`config.mk`:
```
export PLATFORM = sky130hd
export DESIGN_NAME = reg_file_32x32_flat
export DESIGN_NICKNAME = d
export VERILOG_FILES = /design/src/rtl/reg_file_32x32_pkg.sv /design/src/rtl/reg_file_32x32_if.sv /design/src/rtl/reg_file_32x32_rd_port.sv /design/src/rtl/reg_file_32x32.sv /design/src/flat_wrapper.sv
export SDC_FILE = /design/constraint.sdc
export NUM_CORES = 2
export LEC_CHECK = 0
export CORE_MARGIN = 3
export CORE_UTILIZATION = 35
export CTS_BUF_LIST = sky130_fd_sc_hd__clkbuf_2 sky130_fd_sc_hd__clkbuf_4 sky130_fd_sc_hd__clkbuf_8
export DETAILED_ROUTE_END_ITERATION = 16
export PLACE_DENSITY = 0.54
export SYNTH_ARGS = -nofsm -noshare
export SYNTH_HDL_FRONTEND = slang
export SYNTH_SLANG_ARGS = --single-unit
```
`constraint.sdc`:
```
create_clock -name clk -period 4 [get_ports clk]
set_input_delay 0.8 -clock clk [delete_from_list [all_inputs] [get_ports clk]]
set_output_delay 0.8 -clock clk [all_outputs]
set_load 0.005 [all_outputs]
```
`src/rtl/reg_file_32x32_pkg.sv`:
```
`default_nettype none
// ============================================================================
//  Module      : reg_file_32x32_pkg
//  Description : Datapath constants shared by the control unit, the 3:1
//                write-destination mux selects and the register file.
//                REG_ADDR_W / DATA_W : register address and data widths
//                REG_ZERO / REG_RA   : hard-wired zero register and the
//                                      return-address register ($31)
//  Revision    : 1.0  initial release
// ============================================================================
package reg_file_32x32_pkg;

    localparam int REG_ADDR_W = 5;
    localparam int DATA_W     = 32;

    localparam logic [REG_ADDR_W-1:0] REG_ZERO = 5'd0;
    localparam logic [REG_ADDR_W-1:0] REG_RA   = 5'd31;

    typedef logic [DATA_W-1:0]     word_t;
    typedef logic [REG_ADDR_W-1:0] reg_addr_t;

endpackage : reg_file_32x32_pkg
`default_nettype wire

```
`src/rtl/reg_file_32x32_if.sv`:
```
`default_nettype none
// ============================================================================
//  Module      : reg_file_32x32_if
//  Description : Write / read / debug bus of the register file.
//                master : drives we, waddr, wdata, raddr1, raddr2, dbg_addr
//                         and observes rdata1, rdata2, dbg_data, wr_count
//                slave  : the register file side of the same signals
//  Revision    : 1.0  initial release
// ============================================================================
interface reg_file_32x32_if #(
    parameter int DATA_W = 32,
    parameter int ADDR_W = 5
);
    logic              we;
    logic [ADDR_W-1:0] waddr;
    logic [DATA_W-1:0] wdata;
    logic [ADDR_W-1:0] raddr1;
    logic [ADDR_W-1:0] raddr2;
    logic [DATA_W-1:0] rdata1;
    logic [DATA_W-1:0] rdata2;
    logic [ADDR_W-1:0] dbg_addr;
    logic [DATA_W-1:0] dbg_data;
    logic [31:0]       wr_count;

    modport master (
        output we, waddr, wdata, raddr1, raddr2, dbg_addr,
        input  rdata1, rdata2, dbg_data, wr_count
    );

    modport slave (
        input  we, waddr, wdata, raddr1, raddr2, dbg_addr,
        output rdata1, rdata2, dbg_data, wr_count
    );

endinterface : reg_file_32x32_if
`default_nettype wire

```
`src/rtl/reg_file_32x32_rd_port.sv`:
```
`default_nettype none
// ============================================================================
//  Module      : reg_file_32x32_rd_port
//  Description : Combinational output selection for one read port:
//                $0 forced to zero, optional write-first bypass, otherwise
//                the stored array word.
//                i_raddr : read address        i_word  : array[i_raddr]
//                i_we    : qualified write enable (includes reset state)
//                i_waddr : write address       i_wdata : write data
//                o_rdata : read data
//  Revision    : 1.0  initial release
// ============================================================================
module reg_file_32x32_rd_port #(
    parameter int DATA_W = 32,
    parameter int ADDR_W = 5,
    parameter int BYPASS = 1
) (
    input  wire logic [ADDR_W-1:0] i_raddr,
    input  wire logic [DATA_W-1:0] i_word,
    input  wire logic              i_we,
    input  wire logic [ADDR_W-1:0] i_waddr,
    input  wire logic [DATA_W-1:0] i_wdata,
    output      logic [DATA_W-1:0] o_rdata
);
    import reg_file_32x32_pkg::*;

    localparam logic [ADDR_W-1:0] c_ZERO = ADDR_W'(REG_ZERO);

    logic w_bypass_hit;

    // A hit needs a non-zero read address; since raddr == waddr, that also
    // guarantees the write itself targets a real register.
    assign w_bypass_hit = (BYPASS != 0) && i_we && (i_waddr == i_raddr);

    always_comb begin
        o_rdata = i_word;
        if (i_raddr == c_ZERO) begin
            o_rdata = '0;
        end else if (w_bypass_hit) begin
            o_rdata = i_wdata;
        end
    end

endmodule : reg_file_32x32_rd_port
`default_nettype wire

```
`src/rtl/reg_file_32x32.sv`:
```
`default_nettype none
// ============================================================================
//  Module      : reg_file_32x32
//  Description : 32 x 32-bit general-purpose register file of the
//                single-cycle datapath. Two operand read ports plus a debug
//                read port, all combinational; one synchronous write port;
//                accepted-write counter.
//                clk   : rising-edge clock
//                rst_n : synchronous active-low reset
//                bus   : slave side of reg_file_32x32_if
//  Revision    : 1.0  initial release
// ============================================================================
module reg_file_32x32 #(
    parameter int DATA_W = 32,
    parameter int ADDR_W = 5,
    parameter int BYPASS = 1
) (
    input wire logic         clk,
    input wire logic         rst_n,
    reg_file_32x32_if.slave  bus
);
    import reg_file_32x32_pkg::*;

    localparam int                NREGS  = 2 ** ADDR_W;
    localparam logic [ADDR_W-1:0] c_ZERO = ADDR_W'(REG_ZERO);

    logic [DATA_W-1:0] r_regs [NREGS];
    logic [31:0]       r_wr_count;

    logic              w_we_q;
    logic              w_wr_accept;

    // Write enable qualified by reset: reset overrides a simultaneous write
    // both for storage and for the bypass path.
    assign w_we_q      = rst_n && bus.we;
    assign w_wr_accept = w_we_q && (bus.waddr != c_ZERO);

    always_ff @(posedge clk) begin
        if (!rst_n) begin
            for (int i = 0; i < NREGS; i++) begin
                r_regs[i] <= '0;
            end
            r_wr_count <= '0;
        end else if (w_wr_accept) begin
            r_regs[bus.waddr] <= bus.wdata;
            r_wr_count        <= r_wr_count + 32'd1;
        end
    end

    assign bus.wr_count = r_wr_count;

    reg_file_32x32_rd_port #(
        .DATA_W (DATA_W),
        .ADDR_W (ADDR_W),
        .BYPASS (BYPASS)
    ) u_rd_port1 (
        .i_raddr (bus.raddr1),
        .i_word  (r_regs[bus.raddr1]),
        .i_we    (w_we_q),
        .i_waddr (bus.waddr),
        .i_wdata (bus.wdata),
        .o_rdata (bus.rdata1)
    );

    reg_file_32x32_rd_port #(
        .DATA_W (DATA_W),
        .ADDR_W (ADDR_W),
        .BYPASS (BYPASS)
    ) u_rd_port2 (
        .i_raddr (bus.raddr2),
        .i_word  (r_regs[bus.raddr2]),
        .i_we    (w_we_q),
        .i_waddr (bus.waddr),
        .i_wdata (bus.wdata),
        .o_rdata (bus.rdata2)
    );

    reg_file_32x32_rd_port #(
        .DATA_W (DATA_W),
        .ADDR_W (ADDR_W),
        .BYPASS (BYPASS)
    ) u_rd_dbg (
        .i_raddr (bus.dbg_addr),
        .i_word  (r_regs[bus.dbg_addr]),
        .i_we    (w_we_q),
        .i_waddr (bus.waddr),
        .i_wdata (bus.wdata),
        .o_rdata (bus.dbg_data)
    );

endmodule : reg_file_32x32
`default_nettype wire

```
`src/flat_wrapper.sv`:
```
// flat-port wrapper written by rule: the top's interface ports become plain ports
module reg_file_32x32_flat import reg_file_32x32_pkg::*;
#(
    parameter int DATA_W = 32,
    parameter int ADDR_W = 5,
    parameter int BYPASS = 1
)
  (clk, rst_n, bus_we, bus_waddr, bus_wdata, bus_raddr1, bus_raddr2, bus_dbg_addr, bus_rdata1, bus_rdata2, bus_dbg_data, bus_wr_count);
  reg_file_32x32_if #(.DATA_W(DATA_W), .ADDR_W(ADDR_W)) bus_i ();
  input wire logic clk;
  input wire logic rst_n;
  input wire logic [$bits(bus_i.we)-1:0] bus_we;
  input wire logic [$bits(bus_i.waddr)-1:0] bus_waddr;
  input wire logic [$bits(bus_i.wdata)-1:0] bus_wdata;
  input wire logic [$bits(bus_i.raddr1)-1:0] bus_raddr1;
  input wire logic [$bits(bus_i.raddr2)-1:0] bus_raddr2;
  input wire logic [$bits(bus_i.dbg_addr)-1:0] bus_dbg_addr;
  output wire logic [$bits(bus_i.rdata1)-1:0] bus_rdata1;
  output wire logic [$bits(bus_i.rdata2)-1:0] bus_rdata2;
  output wire logic [$bits(bus_i.dbg_data)-1:0] bus_dbg_data;
  output wire logic [$bits(bus_i.wr_count)-1:0] bus_wr_count;
  assign bus_i.we = bus_we;
  assign bus_i.waddr = bus_waddr;
  assign bus_i.wdata = bus_wdata;
  assign bus_i.raddr1 = bus_raddr1;
  assign bus_i.raddr2 = bus_raddr2;
  assign bus_i.dbg_addr = bus_dbg_addr;
  assign bus_rdata1 = bus_i.rdata1;
  assign bus_rdata2 = bus_i.rdata2;
  assign bus_dbg_data = bus_i.dbg_data;
  assign bus_wr_count = bus_i.wr_count;
  reg_file_32x32 #(.DATA_W(DATA_W), .ADDR_W(ADDR_W), .BYPASS(BYPASS)) u_core (.clk(clk), .rst_n(rst_n), .bus(bus_i));
endmodule
```
==> impl_metrics.py <==
metrics = {
    "power": {
        "power_per_cell_area_nw_per_um2": 359,
        "internal_power_mw": 20.9,
        "p_comb_frac": 0.202,
        "p_leak_nw": 29.6,
        "p_clk_frac": 0.351,
        "seqPwrFrac": 0.447,
        "peakVddDrop_v": 0.000270,
        "net-switching-power_mw": 8.56,
        "switching_share": 0.290,
        "p_total_mw": 29.5,
    },
    "critical_path": {
        "reg2reg_depth": 5,
        "r2r_slack_ns": 1.65,
        "reg2reg_to": "u_core.bus.wr_count[29]",
        "worstPathArrival_ns": 3.21,
        "crit_path_end_kind": "output port",
        "cpLargestDelayFamily": "buffers and inverters",
        "max_stage_delay_ns": 0.50,
        "critical_path_class": "primary input to output port",
        "critical_path_buf_inv_count": 5,
        "endpoint": "bus_dbg_data[19]",
        "path_cells": "buf_4 > buf_4 > and2_2 > buf_12 > a21oi_1 > nand3_1 > nand4_1 > a21oi_1 > buf_4 > clkdlybuf4s50_1",
        "cpMostUsedCell": "buf_4",
        "worst_ep_required_time_ns": 3.20,
        "reg2reg_from": "u_core.bus.wr_count[2]",
        "startpoint_type": "primary input",
        "path_depth": 10,
        "cp-startpoint": "bus_dbg_addr[2]",
        "worstPathMaxFanout": 15,
        "cp_slowest_cell": "clkdlybuf4s50_1",
    },
    "logic_synthesis": {
        "synth_compound_area_frac": 0.0655,
        "avgSynthCellArea_sq_um": 14.2,
        "synth_edf_count": 1024,
        "syn_inst": 4592,
        "postSynth.asyncResetShare": 0,
        "yosysSeqAreaShare": 0.480,
        "ys_seq_elements": 1056,
        "synth_top_family_by_area": "multiplexers",
        "synth_area_sq_um": 65300,
        "synth_warnings": 0,
        "synth_xor_area_frac": 0.00496,
        "synthSimpleGateAreaFrac": 0.128,
        "ys.flop_type": "edfxtp_1",
        "ys_types": 66,
        "synth.area.mux_share": 0.282,
        "synth_fa_ha_area_frac": 0.000192,
    },
    "die": {
        "die_h_um": 438,
        "dieArea_sq_um": 192000,
        "num_rows": 157,
        "die_x_um": 438,
        "coreArea_sq_um": 184000,
        "pin_count": 183,
        "start_util": 0.355,
    },
    "global_routing": {
        "antenna_found_initial": 35,
        "grt_pass1_wl_um": 414000,
        "grt_use_total": 0.313,
        "grt_remaining_overflow": 0,
        "grt_pass1_vias": 49639,
        "grt_max_degree": 54,
    },
    "run_status": {
        "violations": "negative setup slack",
        "status": "finished, violations left",
    },
    "sta": {
        "relSlewSlack": 0.302,
        "final_max_slew_viol_count": 0,
        "finalSetupViolations": 1,
        "period_minus_slack_ns": 4.01,
        "timing.fmax_mhz": 249,
        "period_share": 1.00,
        "worst_pin_slew_ns": 1.05,
        "skew_ns": 0.0123,
        "hold_viol": 0,
        "rsz0062_at_grt": "true",
        "fin_ws_ns": -0.0135,
    },
    "cts": {
        "cts_tree": "done",
        "clk_pin_slew_worst_paths_ns": 0.06,
        "clock-root-buffer": "clkbuf_8",
        "cts-hold-fix-buffers": 0,
        "cts_max_level": 4,
        "cts_made_buffers": 188,
        "insertion_delay_ns": 0.93,
        "cts_sinks": 1056,
        "cts_buffer_depth": 3,
    },
    "placement": {
        "place.port_buffers": 182,
        "hpwl_um": 200000,
        "finalWeightedCongestion": 0.951,
        "pre_cts_slack_ns": -0.906,
    },
    "run": {
        "max-cap-violations": 0,
    },
    "hold_path": {
        "hp-class": "primary input to flip-flop",
    },
    "detailed_routing": {
        "routed-via-count": 50809,
        "ant_nets": 0,
        "drt_iter0_drc": 7381,
        "viasPerCell": 6.38,
        "wl_per_cell_um": 38.3,
        "drc": 0,
        "drt_first_pass_iters": 9,
        "routed_wl_um": 305000,
    },
    "final_layout": {
        "mostFrequentLayoutCells": "edfxtp_1 (1,024), and2_1 (999), mux4_2 (689)",
        "layout_commonest_cell": "edfxtp_1",
        "layout-drive-gt1-share": 0.375,
        "synthToLayoutAreaGrowth_pct": 25.9,
        "fin_util": 0.446,
        "nets": 5376,
    },
}
[worst min path at each step]
stage,depth (start not counted),from,to
6_report,4,rst_n,u_core.bus.wr_count[1]
4_1_cts,4,rst_n,u_core.bus.wr_count[24]
5_1_grt,4,rst_n,u_core.bus.wr_count[24]
3_5_place_dp,2,u_core.bus.wr_count[1],u_core.bus.wr_count[1]
2_1_floorplan,2,u_core.bus.wr_count[26],u_core.bus.wr_count[26]
3_3_place_gp,2,u_core.bus.wr_count[1],u_core.bus.wr_count[1]
[flip-flops by register name, summed over array words and instances, names as in the netlist]
name,count
u_core.r_regs,1024
u_core.bus.wr_count,32
[repair_timing]
| action | 4_1_cts | 5_1_grt |
|---|---|---|
| buffers inserted | 61 | 20 |
| gates resized for setup | 276 | 50 |
| gates cloned | 5 | 2 |
| pin swaps | 54 | 22 |
| endpoints found under the setup margin | 96 | 44 |
| endpoints found under the hold margin | 0 | 0 |
[through the flow]
step                instances  hold WS (ns)  instance area [sq um]  setup TNS [ns]
detailed placement       7510         0.493                  77000          -45.01
floorplan                4623         0.470                  65400         -123.51
global placement         7510         0.486                  77000          -47.54
finish                   7958         0.396                  82200         -0.0135
global route             7933         0.345                  82200         -0.0237
CTS                      7905         0.331                  81900          -0.318
[worst register-to-register path, cell delays in order, from the launching register on]
cell	delay [ns]
dfxtp_1	0.43
and4_1	0.31
nand3_1	0.44
or3_1	0.55
or3_1	0.37
a21oi_1	0.16
[final cells by class]
type                    instances  area (sq um)
flip-flops and latches       1056         31400
repair buffers               1017         11200
well taps                    2464          3080
diodes                         31          77.6
clock buffers                 245          3040
inverters                      13          52.6
multi-input cells            3044         32800
fillers                     16640        102000
clock inverters                88           622
[cells by family (layout without fill, tap and decap cells)]
| logic type | count (synthesis) | after routing |
|---|---|---|
| AO/OA/AOI/OAI | 592 | 592 |
| XOR/XNOR | 37 | 37 |
| adder cells (fa/ha/maj) | 1 | 1 |
| buffers and inverters | 523 | 1363 |
| flip-flops | 1056 | 1056 |
| multiplexers | 952 | 952 |
| other | 1 | 63 |
| AND/OR/NAND/NOR | 1430 | 1430 |
[Yosys cell counts (all sizes together) (4+ instances only)]
| library cell | number | area (sq um) |
|---|---|---|
| nor2 | 121 | 457 |
| inv | 13 | 48.8 |
| nand2b | 9 | 56.3 |
| mux4 | 705 | 15900 |
| or2 | 9 | 56.3 |
| mux2 | 5 | 56.3 |
| a221o | 56 | 561 |
| clkbuf | 315 | 1180 |
| nor4 | 10 | 62.6 |
| a21oi | 54 | 270 |
| nand3 | 20 | 100 |
| nor2b | 65 | 407 |
| o21bai | 4 | 30.0 |
| mux2i | 242 | 2420 |
| nor3 | 33 | 175 |
| o22ai | 65 | 407 |
| a211o | 36 | 315 |
| xnor2 | 29 | 254 |
| and3 | 21 | 131 |
| and2 | 1001 | 6260 |
| a211oi | 128 | 961 |
| a22o | 5 | 43.8 |
| o21ai | 95 | 479 |
| and4 | 6 | 52.6 |
| or3 | 8 | 50.1 |
| a31oi | 6 | 37.5 |
| a221oi | 59 | 517 |
| nand4 | 16 | 100 |
| nand3b | 5 | 37.5 |
| a22oi | 69 | 518 |
| buf | 195 | 1270 |
| edfxtp | 1024 | 30700 |
| nand2 | 99 | 372 |
| xor2 | 8 | 70.1 |
| dfxtp | 32 | 641 |
[metal layers]
layer,vias to the layer above,GRT usage,part of all wire
met4,4,0.184,0.068
li1,19697,-,-
met5,-,0,0.000092
met2,3982,0.472,0.45
met3,963,0.0922,0.12
met1,26163,0.399,0.37
[power groups by stage]
stage	registers, mW	clock network, mW	logic [mW]
global route	13.2	10.9	6.09
finish	13.2	10.4	5.95
detailed placement	13.4	0	5.68
global placement	13.3	0	5.68
floorplan	13.2	0	2.88
CTS	13.2	10.5	5.81
(Power assumes the default switching activity.)
